==> config.mk <==
export PLATFORM = sky130hd
export DESIGN_NAME = alu_res_arbiter
export DESIGN_NICKNAME = d
export VERILOG_FILES = /design/src/rtl/alu_res_arbiter.sv
export SDC_FILE = /design/constraint.sdc
export NUM_CORES = 1
export LEC_CHECK = 0
export BUFFER_PORTS_ARGS = -buffer_cell sky130_fd_sc_hd__buf_2
export CAP_MARGIN = 25
export CORE_ASPECT_RATIO = 1.4
export CORE_MARGIN = 10
export CORE_UTILIZATION = 43
export DETAILED_ROUTE_END_ITERATION = 8
export GPL_TIMING_DRIVEN = 0
export PLACE_DENSITY = 0.8
export SYNTH_ARGS = -nofsm -noshare
export SYNTH_HDL_FRONTEND = slang
export SYNTH_SLANG_ARGS = --single-unit
==> constraint.sdc <==
create_clock -name clk -period 2.1 [get_ports clk]
set_input_delay 0.525 -clock clk [delete_from_list [all_inputs] [get_ports clk]]
set_output_delay 0.525 -clock clk [all_outputs]
set_load 0.01 [all_outputs]
==> src/rtl/alu_res_arbiter.sv <==
// alu_res_arbiter
//   Round-robin arbiter that lets several ALU functional units share the
//   single FIFO_OUT write port. Each unit presents {id, carry, data} with a
//   valid bit and holds it until it sees its res_written pulse.
//
//   Sequence per grant: IDLE (pick + latch) -> WRITE (strobe once FIFO has
//   room) -> ACK (one-hot pulse to the winner, advance rr pointer) -> IDLE.
//
// Ports
//   clk, rst_n   : clock, synchronous active-low reset
//   req_valid    : per-unit result valid
//   req_data     : unit i result at [i*RES_W +: RES_W]
//   res_written  : one-hot, one-cycle ack to the served unit
//   fifo_full    : FIFO_OUT cannot take a write this cycle
//   fifo_wr      : FIFO_OUT write strobe
//   fifo_wdata   : FIFO_OUT write data (latched at grant)
//   ready_f_res  : registered !fifo_full, broadcast to all units
//   grant_idx    : unit currently being served
//   busy         : arbiter not in IDLE
module alu_res_arbiter #(
  parameter  int DATA_SIZE = 16,
  parameter  int ID_SIZE   = 8,
  parameter  int NUM_REQ   = 4,
  localparam int RES_W     = DATA_SIZE + 1 + ID_SIZE,
  localparam int PTR_W     = $clog2(NUM_REQ)
) (
  input  logic                     clk,
  input  logic                     rst_n,
  input  logic [NUM_REQ-1:0]       req_valid,
  input  logic [NUM_REQ*RES_W-1:0] req_data,
  output logic [NUM_REQ-1:0]       res_written,
  input  logic                     fifo_full,
  output logic                     fifo_wr,
  output logic [RES_W-1:0]         fifo_wdata,
  output logic                     ready_f_res,
  output logic [PTR_W-1:0]         grant_idx,
  output logic                     busy
);

  typedef enum logic [1:0] {
    IDLE  = 2'd0,
    WRITE = 2'd1,
    ACK   = 2'd2
  } state_t;

  state_t           state, state_nxt;
  logic [PTR_W-1:0] rr_ptr, rr_ptr_nxt;
  logic [PTR_W-1:0] grant_nxt;
  logic [PTR_W-1:0] pick_idx;
  logic             pick_found;
  logic [RES_W-1:0] wdata_nxt;

  // First valid requester scanning upward from rr_ptr with wrap-around.
  always_comb begin
    int j;
    pick_found = 1'b0;
    pick_idx   = '0;
    for (int k = 0; k < NUM_REQ; k++) begin
      j = int'(rr_ptr) + k;
      if (j >= NUM_REQ) j = j - NUM_REQ;
      if (!pick_found && req_valid[j]) begin
        pick_found = 1'b1;
        pick_idx   = PTR_W'(j);
      end
    end
  end

  always_ff @(posedge clk) begin
    if (!rst_n) begin
      state       <= IDLE;
      rr_ptr      <= '0;
      grant_idx   <= '0;
      fifo_wdata  <= '0;
      ready_f_res <= 1'b0;
    end else begin
      state       <= state_nxt;
      rr_ptr      <= rr_ptr_nxt;
      grant_idx   <= grant_nxt;
      fifo_wdata  <= wdata_nxt;
      ready_f_res <= !fifo_full;
    end
  end

  // Strobes decode from the registered state. The write strobe is also
  // qualified by fifo_full so it can never fire into a full FIFO; the
  // state simply parks in WRITE until room appears.
  always_comb begin
    state_nxt   = state;
    rr_ptr_nxt  = rr_ptr;
    grant_nxt   = grant_idx;
    wdata_nxt   = fifo_wdata;
    fifo_wr     = 1'b0;
    res_written = '0;
    busy        = 1'b1;
    case (state)
      IDLE: begin
        busy = 1'b0;
        if (pick_found) begin
          grant_nxt = pick_idx;
          wdata_nxt = req_data[pick_idx*RES_W +: RES_W];
          state_nxt = WRITE;
        end
      end
      WRITE: begin
        if (!fifo_full) begin
          fifo_wr   = 1'b1;
          state_nxt = ACK;
        end
      end
      ACK: begin
        res_written[grant_idx] = 1'b1;
        rr_ptr_nxt = (grant_idx == PTR_W'(NUM_REQ - 1)) ? '0 : grant_idx + 1'b1;
        state_nxt  = IDLE;
      end
      default: state_nxt = IDLE;
    endcase
  end

endmodule

==> summary.txt, run 1 <==
Routing
  • Final WL: 8410 µm
  • Via count: ~2,600
  • Routed length per instance: ~18 µm
  • Post-route ant nets: 0
  • Vias per cell: about 5.7
  • 1st-iter DRT viols: 160
  • DR DRC count: 0
  • DRT Pass-1 Iters: 5

Critical path
  • CP startpoint: rr_ptr[1]$_SDFFE_PN0P_
  • CP arrival: between 2000 and 2500 ps
  • RR Startpoint: rr_ptr[1]$_SDFFE_PN0P_
  • Startpoint types: flip-flop
  • Reg2reg setup slack: approximately 130 ps
  • CP Class: flip-flop to flip-flop
  • Cells on worst reg2reg path: 6
  • Crit path max fanout: 10
  • Crit path to: fifo_wdata[24]$_SDFFE_PN0P_
  • Crit end category: flip-flop
  • Worst endpoint required time: about 2200 ps
  • End of the worst register-to-register path: fifo_wdata[24]$_SDFFE_PN0P_

Hold path
  • Hold Path Stages: 2
  • Hold WC Path Type: input port to flip-flop

Timing
  • Max Slew Vio Count: 0
  • Fin crit share: a little over nine tenths
  • Slew Limit Headroom: approximately three fifths
  • Clock Skew: a little under 7 ps
  • Hold slack: between 400 and 500 ps
  • RSZ-0062 raised after global routing: yes
  • Final Hold Vio Count: 0
  • Setup WS post-layout: between 100 and 150 ps
  • Highest Clock Rate: a little over 500 MHz
  • Min cycle time layout: roughly 2000 ps
  • Final setup viols: 0
  • Worst Tran Pin Value: just over 600 ps

Clocking
  • Maximum clock insertion buffer count: 2
  • H-tree depth: 2
  • Clock transition at path regs: around 60 ps
  • Clock insertion delay at the later pin of the skew report: between 200 and 300 ps
  • Num CTS Buffers: 5
  • CTS tree: done
  • # clock sinks: 32
  • Root buf cell: clkbuf_8

Run
  • Max Cap Violations: 0

Die
  • Vert. Die Dim: ~110 µm
  • Core Area: 0.00512 mm²
  • Rows: 31
  • Die area: approximately 0.0086 mm²
  • Die width: between 80 and 90 µm
  • # IOs: ~140
  • Initial cell density of the core: between 40% and 50%

Power
  • VDD IR max: 0.314 mV
  • Power Dens Cells: ~580 mW/mm²
  • P_leak: roughly 1.5 nW

Yosys
  • Syn Inst Count: 249
  • Ys Warns: 0
  • Syn Nets: 360
  • Yosys cell types: 38
  • Yosys reg bits: 32
  • Seq/Total Area, Yosys: between 20% and 30%
  • Cell area after synthesis: 0.00225 mm²
  • Avg Cell Area, Syn: ~9 µm²

Global route
  • First-pass GRT wire length: roughly 13,000 µm
  • Largest net degree at the start of global routing: 11
  • Global-route usage over all layers: 18.7%
  • GRT overflow: 0
  • Vias in the first global route: ~2,700
  • Initial antenna violation count: 0

Layout
  • Most frequent cells in the layout: buf_2, dfxtp_1, nor2_1, mux2i_1, o31a_1
  • Nets@finish: 507
  • Most common cell after layout, fill and taps aside: buf_2
  • Fraction of layout cells with a size suffix above 1: about half
  • Area grow syn2layout: 40.1%
  • Ant. Diodes: 0
  • Non-Filler Instances: approximately 460

Placed design
  • Pre-CTS setup slack: -216 ps
  • I/O Buffers: 140
  • Final HPWL DP: a little under 7000 µm
  • Inst Count DP: 455
  • Gp weighted congestion: between 0.8 and 0.9

Outcome
  • Status: finished clean
cells in the mapped netlist, drive strengths merged:
| master | n | area (µm²) |
|---|---|---|
| a2111oi | 14 | 169 |
| a211oi | 10 | 75.1 |
| a21o | 1 | 7.51 |
| a21oi | 12 | 63.8 |
| a221o | 11 | 110 |
| a311oi | 1 | 15.0 |
| and2 | 5 | 31.3 |
| and3 | 11 | 68.8 |
| buf | 13 | 72.6 |
| clkbuf | 10 | 37.5 |
| dfxtp | 32 | 641 |
| ha | 4 | 50.1 |
| inv | 5 | 18.8 |
| mux2 | 11 | 124 |
| mux2i | 17 | 170 |
| nand2 | 6 | 22.5 |
| nand2b | 4 | 25.0 |
| nand3 | 10 | 50.1 |
| nand4 | 11 | 68.8 |
| nor2 | 19 | 76.3 |
| nor2b | 2 | 12.5 |
| nor3 | 2 | 26.3 |
| o21ai | 2 | 21.3 |
| o221ai | 7 | 61.3 |
| o31a | 14 | 123 |
| o31ai | 11 | 82.6 |
| or2 | 3 | 18.8 |
| or4 | 1 | 7.51 |
logic make-up (layout without fill, tap and decap cells):
family                   after synthesis  count (layout)  synth area share (%)
flip-flops                            32              32                  28.5
multiplexers                          28              28                  13.1
AND/OR/NAND/NOR                       74              74                  18.1
AO/OA/AOI/OAI                         83              83                  32.4
buffers and inverters                 28             176                  5.73
adder cells (fa/ha/maj)                4               4                  2.22
registers in the layout, summed over array words and instances (netlist names):
name	count
fifo_wdata	25
grant_idx	2
ready_f_res	1
rr_ptr	2
state	2
final cells by class:
| class | instances | area [µm²] |
|---|---|---|
| Clock inverter | 2 | 10.0 |
| Tap cell | 66 | 82.6 |
| Buffer | 23 | 120 |
| Clock buffer | 6 | 82.6 |
| Timing Repair Buffer | 140 | 701 |
| Multi-Input combinational cell | 189 | 1500 |
| Sequential cell | 32 | 641 |
| Inverter | 5 | 18.8 |
| Fill cell | 495 | 1970 |
worst max-delay path, stage by stage (launching register included):
cell       delay, ps
dfxtp_1          350
nand2b_1         190
a21oi_2          390
nor3_4           120
clkbuf_4         220
a2111oi_1        470
a2111oi_2         80
per-layer routing:
metal  part of all wire [%]  GRT usage [%]
met1                     38           20.8
met2                     51           32.8
met3                     10           6.38
met4                    1.2           4.22
met5                      0              0
how the worst min path moves through the flow:
stage / startpoint / endpoint / slack (ps)
detailed placement: fifo_wdata[3]$_SDFFE_PN0P_ / fifo_wdata[3]$_SDFFE_PN0P_ / 470
finish: fifo_full / ready_f_res$_SDFF_PN0_ / 400
CTS: fifo_full / ready_f_res$_SDFF_PN0_ / 400
global placement: fifo_wdata[19]$_SDFFE_PN0P_ / fifo_wdata[19]$_SDFFE_PN0P_ / 460
global route: fifo_full / ready_f_res$_SDFF_PN0_ / 400
floorplan: state[0]$_SDFFE_PN0P_ / state[1]$_SDFFE_PN0P_ / 490
report_power, final:
| part | switching, mW | internal, mW |
|---|---|---|
| clock | 0.230 | 0.261 |
| sequential | 0.0351 | 0.675 |
| combinational | 0.329 | 0.292 |
| total | 0.594 | 1.23 |
timing repair:
item | 4_1_cts | 5_1_grt
hold buffers | 0 | 0
endpoints found under the setup margin | 0 | 23
resized for setup | 0 | 10
buffers inserted | 0 | 0
stage by stage:
| step | setup TNS (ps) | area [µm²] | utilization (%) | power, mW |
|---|---|---|---|---|
| 5_1_grt | -20.2 | 3150 | 61.6 | 1.94 |
| 3_5_place_dp | -3280 | 3030 | 59.2 | 1.34 |
| 6_report | 0 | 3150 | 61.6 | 1.82 |
| 2_1_floorplan | 0 | 2250 | - | 1.08 |
| 3_3_place_gp | -2660 | 3030 | 59.2 | 1.33 |
| 4_1_cts | 0 | 3130 | 61.0 | 1.84 |
Power figures use the tool's default switching activity.
==> inputs of run 2 (changes only) <==
Settings changed: CELL_PAD_IN_SITES_DETAIL_PLACEMENT from default to 1, CELL_PAD_IN_SITES_GLOBAL_PLACEMENT from default to 1, CORE_UTILIZATION 43 to 30, PLACE_DENSITY 0.8 to 0.91.
==> run 2 against run 1 <==
Sequential share of layout area down 0.77 points; first-iteration DRC count down 39%; critical path depth up 1; total power up 13%; non-clock buffer count up 2; worst setup slack worse by 70 ps; utilization down 17 points; die area up 33%; global-route usage down 1.1 points; sequential power about the same; worst hold slack better by 3.6 ps; via count up 3.4%; largest power group unchanged.
==> summary.txt, run 2 (synthesis gave the netlist of run 1 again) <==
Routing
  • Via count: around 2,700
  • 1st-iter DRT viols: 98
  • DRT Pass-1 Iters: 4
  • Routed length per instance: 20.6 µm
  • Post-route ant nets: 0
  • Final WL: 10,200 µm
  • DR DRC count: 0
  • Vias per cell: around 5.5

Timing
  • Final setup viols: 0
  • Highest Clock Rate: around 500 MHz
  • Min cycle time layout: between 2000 and 2500 ps
  • Fin crit share: between 90% and 100%
  • Clock Skew: 8.42 ps
  • Final Hold Vio Count: 0
  • Slew Limit Headroom: 56.2%
  • Worst Tran Pin Value: 657 ps
  • Max Slew Vio Count: 0

Power
  • VDD IR max: between 0.2 and 0.3 mV
  • Power Dens Cells: approximately 620 mW/mm²
  • P_leak: ~1.5 nW

Clocking
  • Clock insertion delay at the later pin of the skew report: about 290 ps
  • Hold_buf cts: 0
  • Maximum clock insertion buffer count: 2
  • # clock sinks: 32
  • CTS tree: done
  • H-tree depth: 2
  • Root buf cell: clkbuf_8
  • Clock transition at path regs: about 70 ps
  • Num CTS Buffers: 5

Outcome
  • Status: finished clean

Die
  • Rows: 37
  • Vert. Die Dim: between 100 and 150 µm
  • Die width: between 90 and 100 µm
  • # IOs: between 100 and 150
  • Die area: around 0.011 mm²
  • Initial cell density of the core: between 30% and 40%
  • Core Area: approximately 0.0073 mm²

Placed design
  • Inst Count DP: between 400 and 500
  • I/O Buffers: 140
  • Gp weighted congestion: around 0.85
  • Final HPWL DP: 8100 µm

Layout
  • Most common cell after layout, fill and taps aside: buf_2
  • Area grow syn2layout: 45.9%
  • Most frequent cells in the layout: buf_2, dfxtp_1, nor2_1, mux2i_1, o31a_1
  • Max reg flops: 25
  • Non-Filler Instances: between 400 and 500
  • Ant. Diodes: 0
  • Nets@finish: 509
  • Layout Utilization: approximately 45%
  • Largest reg by FF count: fifo_wdata
  • Fraction of layout cells with a size suffix above 1: about 50%

Critical path
  • Crit end category: flip-flop
  • Crit path max fanout: 10
  • CP arrival: 2190 ps
  • CP Class: input port to flip-flop
  • Worst endpoint required time: 2250 ps
  • Startpoint types: input port

Run
  • Max Cap Violations: 0

Hold path
  • Hold WC Path Type: input port to flip-flop

Global route
  • Initial antenna violation count: 0
  • Largest net degree at the start of global routing: 11
  • First-pass GRT wire length: 16,300 µm
  • Global-route usage over all layers: approximately 18%
  • GRT overflow: 0
  • Vias in the first global route: between 3,000 and 4,000
==> run 2: repair_timing <==
item / CTS / global route
endpoints found under the setup margin: 12 / 23
buffers inserted: 0 / 2
gates resized for setup: 3 / 21
pin swaps: 0 / 1
==> run 2: layer usage <==
layer  wire, µm  vias to the layer above  track usage, %
met5          0                        -               0
met4        148                        0            5.51
met3        756                       11            5.31
met2       5370                      107            32.8
met1       3950                     1299            18.2
li1           -                     1290               -
==> run 2: worst max-delay path, stage by stage <==
cell,delay (ps)
buf_2,150
nor2b_1,260
a311oi_4,90
or2_1,280
clkbuf_4,210
a2111oi_0,580
a2111oi_2,90
==> run 2: path summary, 6_finish.rpt <==
kind,to,cells after the start,from,slack [ps]
setup reg to reg,fifo_wdata[8]$_SDFFE_PN0P_,6,rr_ptr[0]$_SDFFE_PN0P_,90
hold / removal,ready_f_res$_SDFF_PN0_,2,fifo_full,410
setup / recovery,fifo_wdata[8]$_SDFFE_PN0P_,7,req_valid[2],60
hold reg to reg,fifo_wdata[3]$_SDFFE_PN0P_,2,fifo_wdata[3]$_SDFFE_PN0P_,490
==> run 2: layout make-up <==
type                       instances  area, µm²
sequential                        32        642
tap                               97        121
multi-input combinational        189       1530
clock buffer                       7       96.3
fill                             933       4030
clock inverter                     1       30.0
inverter                           5       18.8
buffer                            23        126
timing repair buffer             142        716
==> run 2: metrics by stage <==
stage | setup WS [ps] | total power [mW] | area [µm²] | hold WS [ps] | TNS (ps)
2_1_floorplan | 119 | 1.08 | 2250 | 493 | 0
6_report | 57.4 | 2.05 | 3280 | 407 | 0
5_1_grt | -6.46 | 2.17 | 3280 | 404 | -10.7
3_3_place_gp | -225 | 1.34 | 3070 | 462 | -3400
3_5_place_dp | -252 | 1.36 | 3070 | 481 | -4700
4_1_cts | 7.52 | 2.04 | 3210 | 400 | 0
==> run 2: report_power, final <==
part	switching (mW)	leakage, nW	internal (mW)
Combinational	0.359	1.19	0.301
Clock	0.258	0.0645	0.419
Sequential	0.0383	0.265	0.675
==> inputs of run 3 (changes only) <==
Settings changed: BUFFER_PORTS_ARGS -buffer_cell sky130_fd_sc_hd__buf_2 to default, CORE_UTILIZATION 30 to 47, DONT_BUFFER_PORTS from default to 1, MAX_ROUTING_LAYER from default to met4, PLACE_DENSITY 0.91 to 0.94.
Clock period 2.1 ns to 2.6 ns, I/O delays scaled along.
==> run 3 against run 2 <==
Worst setup slack better by 420 ps; sequential power fell by 14%; die area shrank 30%; clock power fell by 30%; utilization is 8.4 points higher; non-clock buffer count down 142; clock skew decreased by 2.9 ps; clock-buffer cell count shrank 1; critical path depth fell by 1; design area decreased by 26%; highest routed layer unchanged.
==> summary.txt, run 3 (synthesis gave the netlist of run 1 again) <==
Critical path
  • Reg2reg setup slack: 480 ps
  • Crit end category: flip-flop
  • CP arrival: around 2300 ps
  • Crit-path max cell delay: around 410 ps
  • Startpoint types: flip-flop
  • Worst endpoint required time: approximately 2800 ps
  • Crit-path cells: mux2i_1 > nor2_2 > nor3_4 > buf_2 > nand3_1 > o221ai_1
  • CP max stage cell: dfxtp_1
  • CP Class: flip-flop to flip-flop
  • Crit path max fanout: 10

Power
  • Combinational power share: between 20% and 30%
  • P_int: 973 µW
  • VDD IR max: around 0.36 mV
  • Seq pwr share: 43.0%
  • Clk network pwr share: 33.4%
  • NetSw: roughly 450 µW
  • Power Dens Cells: between 500 and 600 mW/mm²
  • P_leak: between 0.8 and 0.9 nW
  • Switching part of the total: 31.8%
  • Overall Power: between 1 and 1.5 mW

Clocking
  • Hold_buf cts: 0
  • # clock sinks: 32
  • Num CTS Buffers: 5
  • H-tree depth: 2
  • Clock transition at path regs: 70 ps
  • CTS tree: done
  • Post-CTS Setup Inserts: 0
  • Gates resized, CTS repair: 0
  • Maximum clock insertion buffer count: 2
  • Root buf cell: clkbuf_8
  • Clock insertion delay at the later pin of the skew report: 280 ps

Hold path
  • Hold WC Path Type: input port to flip-flop

Layout
  • Most frequent cells in the layout: dfxtp_1, nor2_1, mux2i_1, o31a_1
  • Fraction of layout cells with a size suffix above 1: ~18%
  • Largest reg by FF count: fifo_wdata
  • Max reg flops: 25
  • Nets@finish: around 370
  • Layout Utilization: about 53%
  • Most common cell after layout, fill and taps aside: dfxtp_1
  • Non-Filler Instances: between 300 and 400
  • Ant. Diodes: 0
  • Area grow syn2layout: 8.23%
  • FILL cells: approximately 550

Die
  • Initial cell density of the core: roughly half
  • Die area: between 0.007 and 0.008 mm²
  • # IOs: about 140
  • Vert. Die Dim: roughly 100 µm
  • Rows: 29
  • Core Area: ~0.0046 mm²
  • Die width: approximately 80 µm

Placed design
  • Gp weighted congestion: between 0.7 and 0.8
  • Inst Count DP: just over 300
  • Pre-CTS setup slack: between 200 and 300 ps
  • I/O Buffers: 0
  • Final HPWL DP: just under 7000 µm

Global route
  • First-pass GRT wire length: approximately 13,000 µm
  • Initial antenna violation count: 0
  • Global-route usage over all layers: between 20% and 30%
  • Vias in the first global route: approximately 2,400
  • Largest net degree at the start of global routing: 11
  • GRT overflow: 0

Outcome
  • Status: finished clean

Timing
  • Final Hold Vio Count: 0
  • Setup TNS: 0 ps
  • Worst Tran Pin Value: 710 ps
  • Setup WS post-layout: around 480 ps
  • Slew Limit Headroom: roughly 50%
  • Max Slew Vio Count: 0
  • Clock Skew: approximately 5.5 ps
  • Final setup viols: 0
  • Fin crit share: about four fifths
  • Highest Clock Rate: 471 MHz
  • Min cycle time layout: 2120 ps
  • RSZ-0062 raised after global routing: no

Routing
  • Vias per cell: roughly 7
  • Final WL: just over 8000 µm
  • Post-route ant nets: 0
  • Via count: roughly 2,200
  • DR DRC count: 0
  • DRT Pass-1 Iters: 4
  • Routed length per instance: between 20 and 30 µm
  • 1st-iter DRT viols: 65

Run
  • Max Cap Violations: 0
[run 3: power groups by stage]
stage	sequential, mW	clock [mW]	combinational, mW
final	0.614	0.476	0.337
after global routing	0.620	0.506	0.374
after CTS	0.616	0.486	0.338
after detailed placement	0.627	0	0.337
after global placement	0.625	0	0.325
after floorplan	0.607	0	0.269
[run 3: per-layer routing]
| layer | global-route usage (%) | wire length, µm | up-vias |
|---|---|---|---|
| met2 | 36.0 | 4320 | 94 |
| met5 | - | 0 | - |
| met3 | 6.24 | 592 | 5 |
| met1 | 21.1 | 3330 | 1067 |
| li1 | - | - | 1002 |
| met4 | 5.12 | 51 | 0 |
[run 3: layout make-up]
cell class,instances,area [µm²],share of cell area (%)
inverter,5,18.8,0.771
tap,62,77.6,3.19
clock inverter,2,35.0,1.44
buffer,23,110,4.52
clock buffer,6,72.6,2.98
sequential,32,641,26.3
multi-input combinational,189,1480,60.8
[run 3: path summary, 6_finish.rpt]
check                    startpoint  cells after the start                     endpoint
max          rr_ptr[1]$_SDFFE_PN0P_                      6  fifo_wdata[19]$_SDFFE_PN0P_
min                       fifo_full                      1       ready_f_res$_SDFF_PN0_
max reg2reg  rr_ptr[1]$_SDFFE_PN0P_                      6  fifo_wdata[19]$_SDFFE_PN0P_
min reg2reg   state[0]$_SDFFE_PN0P_                      2        state[1]$_SDFFE_PN0P_
[run 3: through the flow]
stage,hold WS [ps],area (µm²)
final,431,2430
after global routing,428,2430
after detailed placement,546,2330
after CTS,423,2430
after global placement,531,2330
after floorplan,493,2250
[run 3: worst max-delay path, delay by kind of cell (launching register included)]
kind | cells | cell delay [ps]
multiplexers | 1 | 280
AO/OA/AOI/OAI | 1 | 290
buffers and inverters | 1 | 290
flip-flops | 1 | 410
AND/OR/NAND/NOR | 3 | 740
